<file path="src/rtl/fpadd_pkg_40.sv">
// rtl/fpadd_pkg_40.sv - shared IEEE-754 single-precision field definitions
//
// Purpose: field widths, the all-ones exponent and small helpers used by
//          the fpadd issue logic.
// Ports:   none (package).
package fpadd_pkg_40;

  localparam int EXP_W    = 8;
  localparam int MAN_W    = 23;
  localparam int SIGN_BIT = 31;
  localparam logic [EXP_W-1:0] EXP_MAX = 8'hFF;

  typedef logic [31:0] fp32_t;

  // Subtract is done by flipping B's sign; the adder only ever adds.
  function automatic fp32_t flip_sign(input fp32_t v, input logic sub);
    return v ^ {sub, {SIGN_BIT{1'b0}}};
  endfunction

  // True for Inf/NaN encodings (exponent field all ones).
  function automatic logic is_exp_max(input fp32_t v);
    return v[MAN_W +: EXP_W] == EXP_MAX;
  endfunction

endpackage

</file>
<file path="src/rtl/fp_issue_fifo_40.sv">
// rtl/fp_issue_fifo_40.sv - parameterized synchronous FIFO for operand entries
//
// Purpose: small first-word-fall-through FIFO holding issue entries.
// Ports:   i_clk/i_rst   clock, synchronous active-high reset
//          i_push/i_data write strobe and entry (ignored when full)
//          i_pop         read strobe (ignored when empty)
//          o_data        current head entry
//          o_full/o_empty occupancy flags
module fp_issue_fifo_40 #(
  parameter int W     = 32,
  parameter int DEPTH = 4
) (
  input  logic         i_clk,
  input  logic         i_rst,
  input  logic         i_push,
  input  logic [W-1:0] i_data,
  input  logic         i_pop,
  output logic [W-1:0] o_data,
  output logic         o_full,
  output logic         o_empty
);

  localparam int AW = $clog2(DEPTH);
  localparam logic [AW:0] PTR_ONE = {{AW{1'b0}}, 1'b1};

  logic [W-1:0] r_mem [DEPTH];
  logic [AW:0]  r_wr_ptr;
  logic [AW:0]  r_rd_ptr;
  logic         w_push;
  logic         w_pop;

  assign w_push = i_push & ~o_full;
  assign w_pop  = i_pop & ~o_empty;

  // Extra pointer MSB distinguishes full from empty when the indices match.
  assign o_empty = (r_wr_ptr == r_rd_ptr);
  assign o_full  = (r_wr_ptr[AW] != r_rd_ptr[AW]) &&
                   (r_wr_ptr[AW-1:0] == r_rd_ptr[AW-1:0]);
  assign o_data  = r_mem[r_rd_ptr[AW-1:0]];

  always_ff @(posedge i_clk) begin
    if (i_rst) begin
      r_wr_ptr <= '0;
      r_rd_ptr <= '0;
    end else begin
      if (w_push) r_wr_ptr <= r_wr_ptr + PTR_ONE;
      if (w_pop)  r_rd_ptr <= r_rd_ptr + PTR_ONE;
    end
  end

  // Storage needs no reset; the pointers define what is valid.
  always_ff @(posedge i_clk) begin
    if (w_push) r_mem[r_wr_ptr[AW-1:0]] <= i_data;
  end

endmodule

</file>
<file path="src/rtl/fp_operand_issue_40.sv">
// rtl/fp_operand_issue_40.sv - operand issue stage in front of the fpadd core
//
// Purpose: buffers add/sub operand pairs, issues one pair per cycle into the
//          non-stallable adder when a downstream result credit is available,
//          and tracks in-flight operations so results leave with a valid and
//          the caller's tag.
// Ports:   clk_40/rst_40        clock, synchronous active-high reset
//          in_valid/in_ready    operand handshake; in_x, in_y, in_sub, in_tag
//          add_x_40/add_y_40    registered adder operands (B sign pre-flipped)
//          res_40               adder result input
//          res_valid/res_out/res_tag  registered result with aligned tag
//          res_ack              consumer returns one credit
//          busy                 FIFO non-empty or anything in flight
//          res_special          (FPISSUE_SPECIAL_FLAG_EN only) an operand was
//                               Inf/NaN
// Build option: FPISSUE_SPECIAL_FLAG_EN adds res_special.
module fp_operand_issue_40
  import fpadd_pkg_40::*;
#(
  parameter int DEPTH   = 4,
  parameter int ADD_LAT = 4,
  parameter int CREDITS = 4,
  parameter int TAG_W   = 4
) (
  input  logic             clk_40,
  input  logic             rst_40,
  input  logic             in_valid,
  output logic             in_ready,
  input  logic [31:0]      in_x,
  input  logic [31:0]      in_y,
  input  logic             in_sub,
  input  logic [TAG_W-1:0] in_tag,
  output logic [31:0]      add_x_40,
  output logic [31:0]      add_y_40,
  input  logic [31:0]      res_40,
  output logic             res_valid,
  output logic [31:0]      res_out,
  output logic [TAG_W-1:0] res_tag,
  input  logic             res_ack,
`ifdef FPISSUE_SPECIAL_FLAG_EN
  output logic             res_special,
`endif
  output logic             busy
);

`ifdef FPISSUE_SPECIAL_FLAG_EN
  localparam int SP_W = 1;
`else
  localparam int SP_W = 0;
`endif

  // Entry layout (MSB..LSB): [special], x, y_eff, tag
  localparam int EW = 64 + TAG_W + SP_W;
  localparam int CW = $clog2(CREDITS + 1);
  localparam logic [CW-1:0] CRED_MAX = CW'(CREDITS);
  localparam logic [CW-1:0] CRED_ONE = CW'(1);

  logic [EW-1:0]    w_enq_data;
  logic [EW-1:0]    w_head;
  logic             w_full;
  logic             w_empty;
  logic             w_enq;
  logic             w_issue;
  fp32_t            w_y_eff;
  fp32_t            w_head_x;
  fp32_t            w_head_y;
  logic [TAG_W-1:0] w_head_tag;
  logic [CW-1:0]    w_cred_next;

  logic [CW-1:0]    r_credits;
  logic [31:0]      r_add_x;
  logic [31:0]      r_add_y;
  logic [ADD_LAT:0] r_vld;
  logic [TAG_W-1:0] r_tag [ADD_LAT+1];
  logic [31:0]      r_res_out;

  assign in_ready = ~w_full;
  assign w_enq    = in_valid & in_ready;
  assign w_y_eff  = flip_sign(in_y, in_sub);

`ifdef FPISSUE_SPECIAL_FLAG_EN
  logic             w_enq_special;
  logic             w_head_special;
  logic [ADD_LAT:0] r_spc;

  assign w_enq_special  = is_exp_max(in_x) | is_exp_max(in_y);
  assign w_enq_data     = {w_enq_special, in_x, w_y_eff, in_tag};
  assign w_head_special = w_head[EW-1];
`else
  assign w_enq_data = {in_x, w_y_eff, in_tag};
`endif

  assign w_head_x   = w_head[TAG_W+32 +: 32];
  assign w_head_y   = w_head[TAG_W +: 32];
  assign w_head_tag = w_head[0 +: TAG_W];

  fp_issue_fifo_40 #(
    .W     (EW),
    .DEPTH (DEPTH)
  ) u_fifo (
    .i_clk   (clk_40),
    .i_rst   (rst_40),
    .i_push  (w_enq),
    .i_data  (w_enq_data),
    .i_pop   (w_issue),
    .o_data  (w_head),
    .o_full  (w_full),
    .o_empty (w_empty)
  );

  // The adder cannot stall, so nothing issues unless a result slot is free.
  assign w_issue = ~w_empty & (r_credits != '0);

  // Issue and ack together cancel; a spurious ack at full credit is dropped.
  always_comb begin
    w_cred_next = r_credits;
    if (w_issue && !res_ack) begin
      w_cred_next = r_credits - CRED_ONE;
    end else if (!w_issue && res_ack && (r_credits != CRED_MAX)) begin
      w_cred_next = r_credits + CRED_ONE;
    end
  end

  always_ff @(posedge clk_40) begin
    if (rst_40) begin
      r_credits <= CRED_MAX;
    end else begin
      r_credits <= w_cred_next;
    end
  end

  // Operand registers hold during bubbles; the valid line marks the bubble.
  // Tags shift only behind a valid bit so res_tag holds with res_out.
  always_ff @(posedge clk_40) begin
    if (rst_40) begin
      r_add_x   <= '0;
      r_add_y   <= '0;
      r_vld     <= '0;
      r_res_out <= '0;
      for (int k = 0; k <= ADD_LAT; k++) r_tag[k] <= '0;
    end else begin
      r_vld <= {r_vld[ADD_LAT-1:0], w_issue};
      if (w_issue) begin
        r_add_x  <= w_head_x;
        r_add_y  <= w_head_y;
        r_tag[0] <= w_head_tag;
      end
      for (int k = 1; k <= ADD_LAT; k++) begin
        if (r_vld[k-1]) r_tag[k] <= r_tag[k-1];
      end
      // res_40 belongs to the op in the second-to-last stage this cycle.
      if (r_vld[ADD_LAT-1]) r_res_out <= res_40;
    end
  end

`ifdef FPISSUE_SPECIAL_FLAG_EN
  always_ff @(posedge clk_40) begin
    if (rst_40) begin
      r_spc <= '0;
    end else begin
      r_spc <= {r_spc[ADD_LAT-1:0], w_issue & w_head_special};
    end
  end

  assign res_special = r_spc[ADD_LAT];
`endif

  assign add_x_40  = r_add_x;
  assign add_y_40  = r_add_y;
  assign res_valid = r_vld[ADD_LAT];
  assign res_tag   = r_tag[ADD_LAT];
  assign res_out   = r_res_out;
  assign busy      = ~w_empty | (|r_vld);

endmodule

</file>
<file path="config.mk">
export PLATFORM = sky130hd
export DESIGN_NAME = fp_operand_issue_40
export DESIGN_NICKNAME = d
export VERILOG_FILES = /design/src/rtl/fpadd_pkg_40.sv /design/src/rtl/fp_issue_fifo_40.sv /design/src/rtl/fp_operand_issue_40.sv
export SDC_FILE = /design/constraint.sdc
export NUM_CORES = 1
export LEC_CHECK = 0
export CAP_MARGIN = 25
export CORE_MARGIN = 2
export CORE_UTILIZATION = 54
export DETAILED_ROUTE_END_ITERATION = 8
export PLACE_DENSITY = 0.83
export SYNTH_ARGS = -nofsm -noshare
export SYNTH_HDL_FRONTEND = slang
export SYNTH_SLANG_ARGS = --single-unit
</file>
<file path="constraint.sdc">
create_clock -name clk_40 -period 3.5 [get_ports clk_40]
set_clock_uncertainty 0.05 [all_clocks]
set_input_delay 0.35 -clock clk_40 [delete_from_list [all_inputs] [get_ports clk_40]]
set_output_delay 0.35 -clock clk_40 [all_outputs]
set_load 0.02 [all_outputs]
</file>
==> key figures <==
Detailed routing
  • Vias per Instance: 5.50
  • Initial DRC count: 573
  • # DRC: 0
  • Routed wire length: 29.0 mm
  • Wirelength per Cell: 19.8 um
  • Vias: 8,067
  • Routed Antenna Nets: 0
  • Detailed Routing Iterations Pass 1: 5

Timing
  • FMAX: 0.360 GHz
  • Slew Viols, Final: 0
  • RSZ-0062 raised after global routing: false
  • Final count of hold timing violations: 0
  • Worst-Margin Slew: 0.854 ns
  • Final Cycle Share: 0.794
  • # setup viols final: 0
  • Slew Limit Headroom: 0.431
  • Hold slack: 0.187 ns
  • Fin crit period: 2.78 ns
  • Setup TNS: 0 ns

Synthesis
  • Post-synthesis cell area: 14,800 um2
  • Yosys reg bits: 404
  • Syn avg cell area: 16.7 um2
  • Syn Nets: 996
  • Post-synth EDFFs: 292
  • Post-synth ARST share: 0
  • Synth area leader: edfxtp_1
  • Post-synth top flop: edfxtp_1
  • Top cells by area, synth: edfxtp_1 59%, dfxtp_1 15%, mux4_2 10%
  • Commonest cells post-synth: 292 x edfxtp_1, 135 x nand2_1, 112 x dfxtp_1
  • YS warnings: 0
  • Sequential area share after synthesis: 0.746
  • Count leader, synth: edfxtp_1
  • Synth Instances: 885
  • Synth cell types: 37
  • Post-synth top area share: 0.594

Clock network
  • TritonCTS clock tree: yes
  • Root Buffer: clkbuf_16
  • Post-CTS Hold Buffers: 0
  • Post-CTS Setup Inserts: 0
  • Clk slew on worst S/H paths: 0.06 ns
  • H-Tree Depth: 2
  • Cts bufs inserted: 40
  • Clock buffer depth: 3
  • Clock latency on the worst-skew pair: 0.52 ns
  • CTS Sinks: 404
  • Post-CTS sizing: 0

Floorplan
  • Core ar.: 26,900 um2
  • Die ar.: 28,700 um2
  • # rows: 60
  • Die X: 169 um
  • Top Ports: 208
  • Initial Util: 0.549
  • Chip height: 169 um

Final layout
  • Register area: 11,000 um2
  • Nets@finish: 1,205
  • Syn-to-layout area delta: 26.2%
  • Fillers: 1,729
  • Share of layout cells above drive strength 1: 0.144
  • Post-layout util: 0.693
  • Multi-input gate area: 3470 um2

Min path
  • Worst Hold Class: input port to flip-flop

Global routing
  • Largest net degree at the start of global routing: 69
  • First-pass GRT wire length: 45.2 mm
  • Global route overflow: 0
  • Overall Global Routing Usage: 0.204
  • Vias in the first global route: 8,337
  • Initial antenna violation count: 3

Placed design
  • Final HPWL DP: 17.6 mm
  • PortBufs: 207
  • Final GP Congestion: 0.743

Pwr
  • Sequential power share: 0.423
  • Clock network power share: 0.297
  • Power Density: 797 nW/um2
  • Comb power frac: 0.280
  • Lkg Pwr: 6.23 nW
  • Sw power: 4.39 mW
  • Pint: 10.5 mW
  • Max VDD drop: 0.000582 V
  • Sw Ratio: 0.295

Outcome
  • Status: finished, final reports clean

Critical path
  • Worst Setup End Kind: output port
  • Startpoint Class: flip-flop
  • Crit path max fanout: 9
  • Setup CP Type: flip-flop to output port
  • Worst reg-to-reg setup slack: 1.09 ns
  • CP required: 3.10 ns
  • Arr. time, crit path: 2.38 ns

Flow run
  • Max cap viols: 0
[kinds of logic after synthesis]
family	Yosys count	synth area share
DFF	404	0.746
and+or+nand+nor	216	0.0622
xor gates and xnor gates	11	0.00653
muxes	103	0.128
adders and majority gates	6	0.00560
buffers and inverters	63	0.0210
AOI/OAI and AO/OA	82	0.0308
[power groups by stage]
| stage | clock [mW] | combinational (mW) | sequential, mW |
|---|---|---|---|
| floorplan | 0 | 2.28 | 6.66 |
| global placement | 0 | 3.98 | 6.44 |
| detailed placement | 0 | 4.06 | 6.47 |
| CTS | 4.51 | 4.10 | 6.38 |
| global route | 4.68 | 4.48 | 6.37 |
| finish | 4.41 | 4.15 | 6.28 |
[final timing paths]
| check | startpoint | depth (start not counted) | endpoint |
|---|---|---|---|
| max | u_fifo.r_wr_ptr[1] | 4 | busy |
| min | rst_40 | 2 | u_fifo.r_wr_ptr[1] |
| max reg2reg | u_fifo.r_wr_ptr[2] | 4 | u_fifo.r_mem[0][62] |
| min reg2reg | add_y_40[7] | 2 | add_y_40[7] |
[layer usage]
metal  wire [um]  global-route usage
met5          26                   0
met4         439              0.0491
met3        1840              0.0464
met2       14400               0.345
met1       12300               0.273
[flip-flops by register name (all words and copies together) (netlist names), named ones only]
register / count
u_fifo.r_mem: 272
add_x_40: 32
add_y_40: 32
res_out: 32
r_tag: 20
r_vld: 5
r_credits: 3
u_fifo.r_rd_ptr: 3
u_fifo.r_wr_ptr: 3
[metrics by stage]
stage          total power, mW  setup WS, ns  std cells  area [um2]
2_1_floorplan             8.94         0.440        885       14800
3_3_place_gp              10.4         0.975       1392       17200
3_5_place_dp              10.5         0.887       1392       17200
4_1_cts                   15.0         0.709       1466       18600
5_1_grt                   15.5         0.550       1467       18600
6_report                  14.8         0.720       1468       18600
[cells in the final DEF (no fill, tap or decap), drive strengths merged, types with 5 or more instances in the layout]
cell | synthesis | final
edfxtp | 292 | 292
clkdlybuf4s50 | 0 | 206
nand2 | 135 | 135
dfxtp | 112 | 112
a21oi | 69 | 69
mux4 | 68 | 68
clkbuf | 22 | 56
nor2 | 40 | 40
mux2i | 35 | 35
and2 | 24 | 24
buf | 33 | 16
clkinv | 1 | 12
inv | 7 | 7
xnor2 | 7 | 7
ha | 5 | 5
bufinv | 0 | 5
[worst max-delay path, cell delays in order, from the launching register on]
cell and delay [ns]:
dfxtp_1 0.46, xor2_1 0.13, nor3_2 0.55, nand3b_1 0.13, clkdlybuf4s50_1 0.58
[final cells by class]
cell class | count | area share
multi-input combinational | 418 | 0.187
antenna | 1 | 0.000134
tap | 341 | 0.0229
inverter | 8 | 0.00161
sequential | 404 | 0.592
clock buffer | 56 | 0.0631
clock inverter | 18 | 0.0122
timing repair buffer | 222 | 0.122
(Power assumes the default switching activity.)
